**config.mk**
```make
export PLATFORM = sky130hd
export DESIGN_NAME = alarme_central_flat
export DESIGN_NICKNAME = d
export VERILOG_FILES = /design/src/rtl/alarme_pkg.sv /design/src/rtl/alarme_central_if.sv /design/src/rtl/alarme_central_temporizador.sv /design/src/rtl/alarme_central.sv /design/src/flat_wrapper.sv
export SDC_FILE = /design/constraint.sdc
export NUM_CORES = 1
export LEC_CHECK = 0
export ABC_AREA = 0
export BUFFER_PORTS_ARGS = -buffer_cell sky130_fd_sc_hd__clkbuf_2
export CORE_MARGIN = 2
export CORE_UTILIZATION = 35
export DETAILED_ROUTE_END_ITERATION = 8
export GPL_TIMING_DRIVEN = 0
export PLACE_DENSITY = 0.6
export SETUP_SLACK_MARGIN = 0.15
export SLEW_MARGIN = 20
export SYNTH_ARGS = -nofsm -noshare
export SYNTH_HDL_FRONTEND = slang
export SYNTH_SLANG_ARGS = --single-unit
```
**constraint.sdc**
```tcl
create_clock -name clk -period 5.7 [get_ports clk]
set_input_delay 1.14 -clock clk [delete_from_list [all_inputs] [get_ports clk]]
set_output_delay 1.14 -clock clk [all_outputs]
set_load 0.02 [all_outputs]
```
**src/rtl/alarme_pkg.sv**
```systemverilog
// alarme_pkg: state codes, state width and counter sizing helper shared by the alarm central
package alarme_pkg;
  localparam int EST_W = 3;
  typedef enum logic [EST_W-1:0] {
    DESARMADO = 3'd0,
    SAIDA     = 3'd1,
    ARMADO    = 3'd2,
    ENTRADA   = 3'd3,
    DISPARO   = 3'd4
  } estado_t;
  function automatic int max3(input int a, input int b, input int c);
    return (a > b) ? ((a > c) ? a : c) : ((b > c) ? b : c);
  endfunction
endpackage

```
**src/rtl/alarme_central_if.sv**
```systemverilog
// alarme_central_if: keypad/sensor inputs and status outputs of the alarm central
interface alarme_central_if #(
  parameter int N_ZONAS = 4
) ();
  logic                      arm;
  logic                      disarm;
  logic [N_ZONAS-1:0]        zona;
  logic                      sirene;
  logic                      armado;
  logic                      pre_alarme;
  logic [N_ZONAS-1:0]        memoria;
  logic [alarme_pkg::EST_W-1:0] estado;
  modport master (
    output arm, disarm, zona,
    input  sirene, armado, pre_alarme, memoria, estado
  );
  modport slave (
    input  arm, disarm, zona,
    output sirene, armado, pre_alarme, memoria, estado
  );
endinterface

```
**src/rtl/alarme_central_temporizador.sv**
```systemverilog
// temporizador: loadable down-counter that parks at zero and flags it
module temporizador #(
  parameter int W = 4
) (
  input  logic         clk,
  input  logic         rst_n,
  input  logic         load_i,
  input  logic [W-1:0] val_i,
  output logic         done_o
);
  logic [W-1:0] cnt_q, cnt_d;
  assign done_o = cnt_q == '0;
  assign cnt_d  = load_i ? val_i : done_o ? cnt_q : cnt_q - 1'b1;
  always_ff @(posedge clk or negedge rst_n)
    if (!rst_n) cnt_q <= '0;
    else cnt_q <= cnt_d;
endmodule

```
**src/rtl/alarme_central.sv**
```systemverilog
// alarme_central: zoned burglar alarm FSM with exit/entry delays, timed siren,
// alarm memory and auto re-arm that bypasses zones which caused the last alarm
module alarme_central
  import alarme_pkg::*;
#(
  parameter int                 N_ZONAS     = 4,
  parameter logic [N_ZONAS-1:0] DELAY_MASK  = N_ZONAS'(4'b0001),
  parameter int                 EXIT_DELAY  = 8,
  parameter int                 ENTRY_DELAY = 8,
  parameter int                 SIREN_TIME  = 16
) (
  input logic             clk,
  input logic             rst_n,
  alarme_central_if.slave ctl
);
  localparam int CW = $clog2(max3(EXIT_DELAY, ENTRY_DELAY, SIREN_TIME) + 1);
  estado_t            st_q, st_d;
  logic [N_ZONAS-1:0] mem_q, mem_d, byp_q, byp_d, act;
  logic [CW-1:0]      ld_val;
  logic               done;
  assign act = ctl.zona & ~byp_q;
  // the counter is reloaded on every state change with the length of the state entered
  assign ld_val = (st_d == SAIDA)   ? CW'(EXIT_DELAY - 1)  :
                  (st_d == ENTRADA) ? CW'(ENTRY_DELAY - 1) :
                  (st_d == DISPARO) ? CW'(SIREN_TIME - 1)  : '0;
  temporizador #(.W(CW)) u_tmr (
    .clk    (clk),
    .rst_n  (rst_n),
    .load_i (st_d != st_q),
    .val_i  (ld_val),
    .done_o (done)
  );
  always_ff @(posedge clk or negedge rst_n)
    if (!rst_n) begin
      st_q  <= DESARMADO;
      mem_q <= '0;
      byp_q <= '0;
    end else begin
      st_q  <= st_d;
      mem_q <= mem_d;
      byp_q <= byp_d;
    end
  always_comb begin
    st_d  = st_q;
    byp_d = byp_q;
    mem_d = (st_q inside {ARMADO, ENTRADA, DISPARO}) ? mem_q | act : mem_q;
    if (ctl.disarm) st_d = DESARMADO;
    else
      case (st_q)
        DESARMADO: if (ctl.arm) begin
          st_d  = SAIDA;
          mem_d = '0;
          byp_d = '0;
        end
        SAIDA:   st_d = done ? ARMADO : SAIDA;
        ARMADO:  st_d = |(act & ~DELAY_MASK) ? DISPARO : |(act & DELAY_MASK) ? ENTRADA : ARMADO;
        ENTRADA: st_d = (done || |(act & ~DELAY_MASK)) ? DISPARO : ENTRADA;
        // siren timeout: zones recorded so far stop retriggering until the next arm
        DISPARO: if (done) begin
          st_d  = ARMADO;
          byp_d = byp_q | mem_d;
        end
        default: st_d = DESARMADO;
      endcase
  end
  assign ctl.sirene     = st_q == DISPARO;
  assign ctl.armado     = st_q inside {ARMADO, ENTRADA, DISPARO};
  assign ctl.pre_alarme = st_q inside {SAIDA, ENTRADA};
  assign ctl.memoria    = mem_q;
  assign ctl.estado     = st_q;
endmodule

```
**src/flat_wrapper.sv**
```systemverilog
// flat-port wrapper written by rule: the top's interface ports become plain ports
module alarme_central_flat import alarme_pkg::*;
#(
  parameter int                 N_ZONAS     = 4,
  parameter logic [N_ZONAS-1:0] DELAY_MASK  = N_ZONAS'(4'b0001),
  parameter int                 EXIT_DELAY  = 8,
  parameter int                 ENTRY_DELAY = 8,
  parameter int                 SIREN_TIME  = 16
)
  (clk, rst_n, ctl_arm, ctl_disarm, ctl_zona, ctl_sirene, ctl_armado, ctl_pre_alarme, ctl_memoria, ctl_estado);
  alarme_central_if #(.N_ZONAS(N_ZONAS)) ctl_i ();
  input logic clk;
  input logic rst_n;
  input wire logic [$bits(ctl_i.arm)-1:0] ctl_arm;
  input wire logic [$bits(ctl_i.disarm)-1:0] ctl_disarm;
  input wire logic [$bits(ctl_i.zona)-1:0] ctl_zona;
  output wire logic [$bits(ctl_i.sirene)-1:0] ctl_sirene;
  output wire logic [$bits(ctl_i.armado)-1:0] ctl_armado;
  output wire logic [$bits(ctl_i.pre_alarme)-1:0] ctl_pre_alarme;
  output wire logic [$bits(ctl_i.memoria)-1:0] ctl_memoria;
  output wire logic [$bits(ctl_i.estado)-1:0] ctl_estado;
  assign ctl_i.arm = ctl_arm;
  assign ctl_i.disarm = ctl_disarm;
  assign ctl_i.zona = ctl_zona;
  assign ctl_sirene = ctl_i.sirene;
  assign ctl_armado = ctl_i.armado;
  assign ctl_pre_alarme = ctl_i.pre_alarme;
  assign ctl_memoria = ctl_i.memoria;
  assign ctl_estado = ctl_i.estado;
  alarme_central #(.N_ZONAS(N_ZONAS), .DELAY_MASK(DELAY_MASK), .EXIT_DELAY(EXIT_DELAY), .ENTRY_DELAY(ENTRY_DELAY), .SIREN_TIME(SIREN_TIME)) u_core (.clk(clk), .rst_n(rst_n), .ctl(ctl_i));
endmodule
```
Word-level counts from Yosys, hierarchy flattened
Cells that the tools add are included.
- bits in registers: 16
- input port bits: 8
- output and inout port bits: 10
- word-level logic and storage cells: 49
- add/subtract/negate cells: 1
- equal/unequal tests: 11
- mux-type cells: 20
- bitwise logic cells: 5
- reductions and logical operators: 8
- operators by type and width (operator ; number):
    $mux 4 ; 7
    $mux 5 ; 4
    $mux 3 ; 5
    $pmux 3 s5 ; 1
    $eq 3x2->1 const B ; 3
    $or 4x4->4 ; 2
    $pmux 4 s2 ; 1
    $eq 3x1->1 const B ; 2
    $eq 3x3->1 const B ; 2
    $logic_not 5->1 ; 1
    $sub 5x1->5 const B ; 1
    $and 4x4->4 ; 1
    $ne 2x2->1 const B ; 2
    $not 4->4 ; 1
    $reduce_and 4->1 ; 1
    $reduce_bool 2->1 ; 2
    $logic_not 3->1 ; 1
    $ne 3x3->1 ; 1
    $reduce_bool 3->1 ; 1
    $reduce_or 3->1 ; 1
    $mux 2 ; 1
    $ne 2x1->1 const B ; 1
    $logic_or 1x1->1 ; 1
    $mux 1 ; 1
    $not 1->1 ; 1

Logic depth before layout (Yosys ltp)
- word-level depth: 12
- mapped depth: 8

By module
A second synthesis with hierarchy kept.
- cells, all modules: 114
- area total of the unflattened synthesis: 1004.7 µm²
- by module, submodules not included (module ; times used ; cells an instance ; area each (µm²)):
    alarme_central ; 1 ; 87 ; 725.7
    temporizador ; 1 ; 27 ; 279.0

Worst setup path before layout
OpenSTA, ideal clock, no wires.
- path kind: reg2out
- start: register u_core.st_q[0] (netlist: u_core.ctl.estado[0])
- end: output ctl_armado
- arrival time: 1.738 ns
- required time: 4.560 ns
- slack: 2.822 ns
- cell stages (with the launch flop): 5
- buffers on the path: 2
- path through: dfrtp_1 > clkbuf_1 > nor3b_1 > or2_2 > buf_2
- cells in the longest elaborated chain, start to end: 2
- elaborated cells on any way between the ends: 4
- RTL lines (element ; RTL line ; text):
    start, declared ; alarme_central.sv:17 ; estado_t st_q, st_d;
    start signal, assigned ; alarme_central.sv:39 ; st_q <= st_d;
    $eq 3x3->1 ; n/a ;
    named net ctl_sirene ; flat_wrapper.sv:17 ; output wire logic [$bits(ctl_i.sirene)-1:0] ctl_sirene;
    $reduce_bool 3->1 ; alarme_central.sv:67 ; assign ctl.armado = st_q inside {ARMADO, ENTRADA, DISPARO};
    end, declared ; flat_wrapper.sv:18 ; output wire logic [$bits(ctl_i.armado)-1:0] ctl_armado;
The timed path passes the listed nets, and every way through them passes these cells.

Worst setup path in the final report
- start: register u_core.st_q[0] (netlist: u_core.ctl.estado[0])
- end: output ctl_armado
- cells in the longest elaborated chain, start to end: 2
- elaborated cells on any way between the ends: 4
- RTL lines (element ; RTL line):
    $eq 3x2->1 / $eq 3x3->1 (equally long branches) ; alarme_central.sv:67
    $reduce_bool 3->1 (*) ; alarme_central.sv:67
Mark *: on every way between the ends. The rest lies on a longest branch, timed or not.

==> summary.md <==
| Metric | Value |
|---|---|
| Crit path time final | `between 3 and 4 ns` |
| CP Data Arrival Time | `1.89 ns` |
| Final WL | `2090 µm` |
| Met3 wire length | `between 90 and 100 µm` |
| Compound-Gate Fraction of Synth Area | `0.269` |
| Final WS setup | `2.67 ns` |
| Number of synthesized register bits | `16` |
| ANT cells | `0` |
| Die Area | `0.00321 mm²` |
| I/O Buffers | `16` |
| Adder-cell share of the synthesized area | `0.0258` |
| Worst endpoint required time | `4.56 ns` |
| Antenna-violating nets left | `0` |
| Final Skew | `0.00773 ns` |
| Total Nets Final | `135` |
| Kind of critical path | `flop to output pin` |
| Initial core utilization | `0.361` |
| Status | `finished clean` |
| Grt ovf | `0` |
| RSZ-0062 raised after global routing | `false` |
| Final std cells w/o fill | `approximately 160` |
| Sequential element share of the synthesized area | `0.412` |
| Rel. slew slack | `0.439` |
| Number of hold-repair buffers added at the cts stage | `0` |
| Chip Height | `56.7 µm` |
| P&R area growth vs syn | `16.0%` |
| Post-synthesis cell area | `971 µm²` |
| Antenna violations before repair | `0` |
| GRT Total Usage | `0.142` |
| Synth area leaders | `dfrtp_1, nor2_1, a21oi_1` |
| Worst hold stages | `2` |
| Yosys top cell area share | `0.412` |
| Post-cts resize count | `0` |
| Drt pass-1 iters | `4` |
| Setup_tns | `0 ns` |
| Clock buffer count from CTS | `3` |
| Reg clk slew, reported paths | `0.10 ns` |
| Postcts setup bufs | `0` |
| 1st-iter DRT viols | `12` |
| Post-DP HPWL | `1530 µm` |
| CTS tree | `done` |
| Worst vdd ir | `0.239 mV` |
| Rows | `19` |
| Clk Latency, worst-skew pair | `0.30 ns` |
| FF-to-FF setup slack | `roughly 3.6 ns` |
| CP endpoint kind | `output pin` |
| Max Slew Vio Count | `0` |
| M1 WL | `around 980 µm` |
| Biggest area consumer among synthesized cells | `dfrtp_1` |
| DR vias | `about 830` |
| First-pass GRT wire length | `3470 µm` |
| Gp weighted congestion | `roughly 0.72` |
| Root Driver | `clkbuf_4` |
| Mux share of post-synthesis cell area | `0.0116` |
| Area share of xor/xnor cells in the synthesized design | `0.0271` |
| Cells after Synth | `~100` |
| CTS Sinks | `16` |
| Vias in the first global route | `778` |
| Yosys cell types | `37` |
| CP Max Fanout | `9` |
| Vias/cell | `5.32` |
| Leakage | `0.550 nW` |
| Most frequently used flop master after synthesis | `dfrtp_1` |
| CP startpoint | `u_core.ctl.estado[0]` |
| Core footprint | `0.00269 mm²` |
| Post-synth EDFFs | `0` |
| Cell count after placement | `approximately 150` |
| Layout cells sized above 1 | `0.274` |
| Pwr dens | `448 mW/mm²` |
| DRC Markers | `0` |
| Highest routed layer | `met4` |
| Die Width | `56.7 µm` |
| DR WL met2 | `972 µm` |
| Final setup vio count | `0` |
| Pre-CTS setup slack | `2.99 ns` |
| Clk buf depth | `2` |
| Final Util | `0.419` |
| Slew @ Worst Pin | `0.835 ns` |
| Worst R2R Start | `u_core.u_tmr.cnt_q[0]` |
| Fmax achieved | `330 MHz` |
| Reg-to-Reg End | `u_core.byp_q[3]` |
| IO Count | `18` |
| Hold Path Origin | `u_core.byp_q[0]` |
| Largest net degree at the start of global routing | `17` |
| Hold Vio Cnt, Final | `0` |
| Filler Cells Inserted | `270` |
| CTS H-Tree Depth | `1` |
| Power Total | `around 500 µW` |
| Routed wire per std cell | `13.5 µm` |
| Reg2Reg Depth | `8` |
| Fin crit share | `0.532` |
| Startpoint types | `flop` |
| Post-Synth Simple-Gate Area | `0.204` |
| Syn Nets | `114` |
| Mapped Avg Cell Area | `9.34 µm²` |
| Most frequent cells in the layout | `clkbuf_2, dfrtp_1, nor2_1` |
| Largest family of logic cells by synthesized area | `compound AO/OA/AOI/OAI gates` |
| Hold path endpoint | `u_core.byp_q[0]` |
| Hold WC Path Type | `flop to flop` |
| Yosys warns | `0` |
| Synth async-reset ratio | `1.00` |
| Max-cap violation count | `0` |
cell usage after synthesis (all sizes together), types with 3 or more instances:
library cell and instances:
nand2 7, inv 7, xnor2 3, nor2 12, a21oi 8, a2bb2oi 3, a31oi 4, dfrtp 16
nor3 3, a21o 4, nand2b 4, buf 3
sequential cells by signal, indices dropped and copies added (netlist names):
register            flops
u_core.ctl.memoria      4
u_core.ctl.estado       3
u_core.u_tmr.cnt_q      5
u_core.byp_q            4
layer usage:
layer  track usage  vias to the layer above
met5             0                        -
met4        0.0612                        0
met3        0.0530                        4
met2         0.224                       14
met1         0.171                      389
li1              -                      418
how the worst max path moves through the flow:
| stage | endpoint | slack [ns] | depth (start not counted) |
|---|---|---|---|
| floorplan | ctl_armado | 2.82 | 4 |
| global placement | ctl_armado | 3.04 | 5 |
| detailed placement | ctl_armado | 2.99 | 5 |
| CTS | ctl_armado | 2.65 | 5 |
| global route | ctl_armado | 2.53 | 5 |
| finish | ctl_armado | 2.67 | 5 |
through the flow:
stage          instance area [µm²]  hold slack (ns)
4_1_cts                       1130            0.511
2_1_floorplan                  971            0.462
6_report                      1130            0.505
5_1_grt                       1130            0.562
3_5_place_dp                  1090            0.487
3_3_place_gp                  1090            0.475
logic make-up after synthesis:
logic type               after synthesis
buffers and inverters                 12
flip-flops                            16
multiplexers                           1
AND/OR/NAND/NOR                       38
adder cells (fa/ha/maj)                2
AO/OA/AOI/OAI                         32
XOR/XNOR                               3
worst max-delay path: stages, from the launching register on:
cell and delay, ns:
dfrtp_1 0.39, clkbuf_1 0.20, nor3b_1 0.43, or2_2 0.19, buf_2 0.19, clkbuf_2 0.20
layout make-up:
class / count / area [µm²] / share of cell area
buffer: 5 / 22.5 / 0.0200
clock buffer: 4 / 36.3 / 0.0322
inverter: 7 / 26.3 / 0.0233
multi-input combinational: 76 / 522 / 0.463
sequential: 16 / 400 / 0.356
tap: 31 / 38.8 / 0.0344
timing repair buffer: 16 / 80.1 / 0.0711
where the power goes:
group | internal (mW) | switching, mW
sequential | 0.151 | 0.0301
clock | 0.0390 | 0.0399
combinational | 0.108 | 0.137
Note: power is estimated with default switching activity, not from simulation.
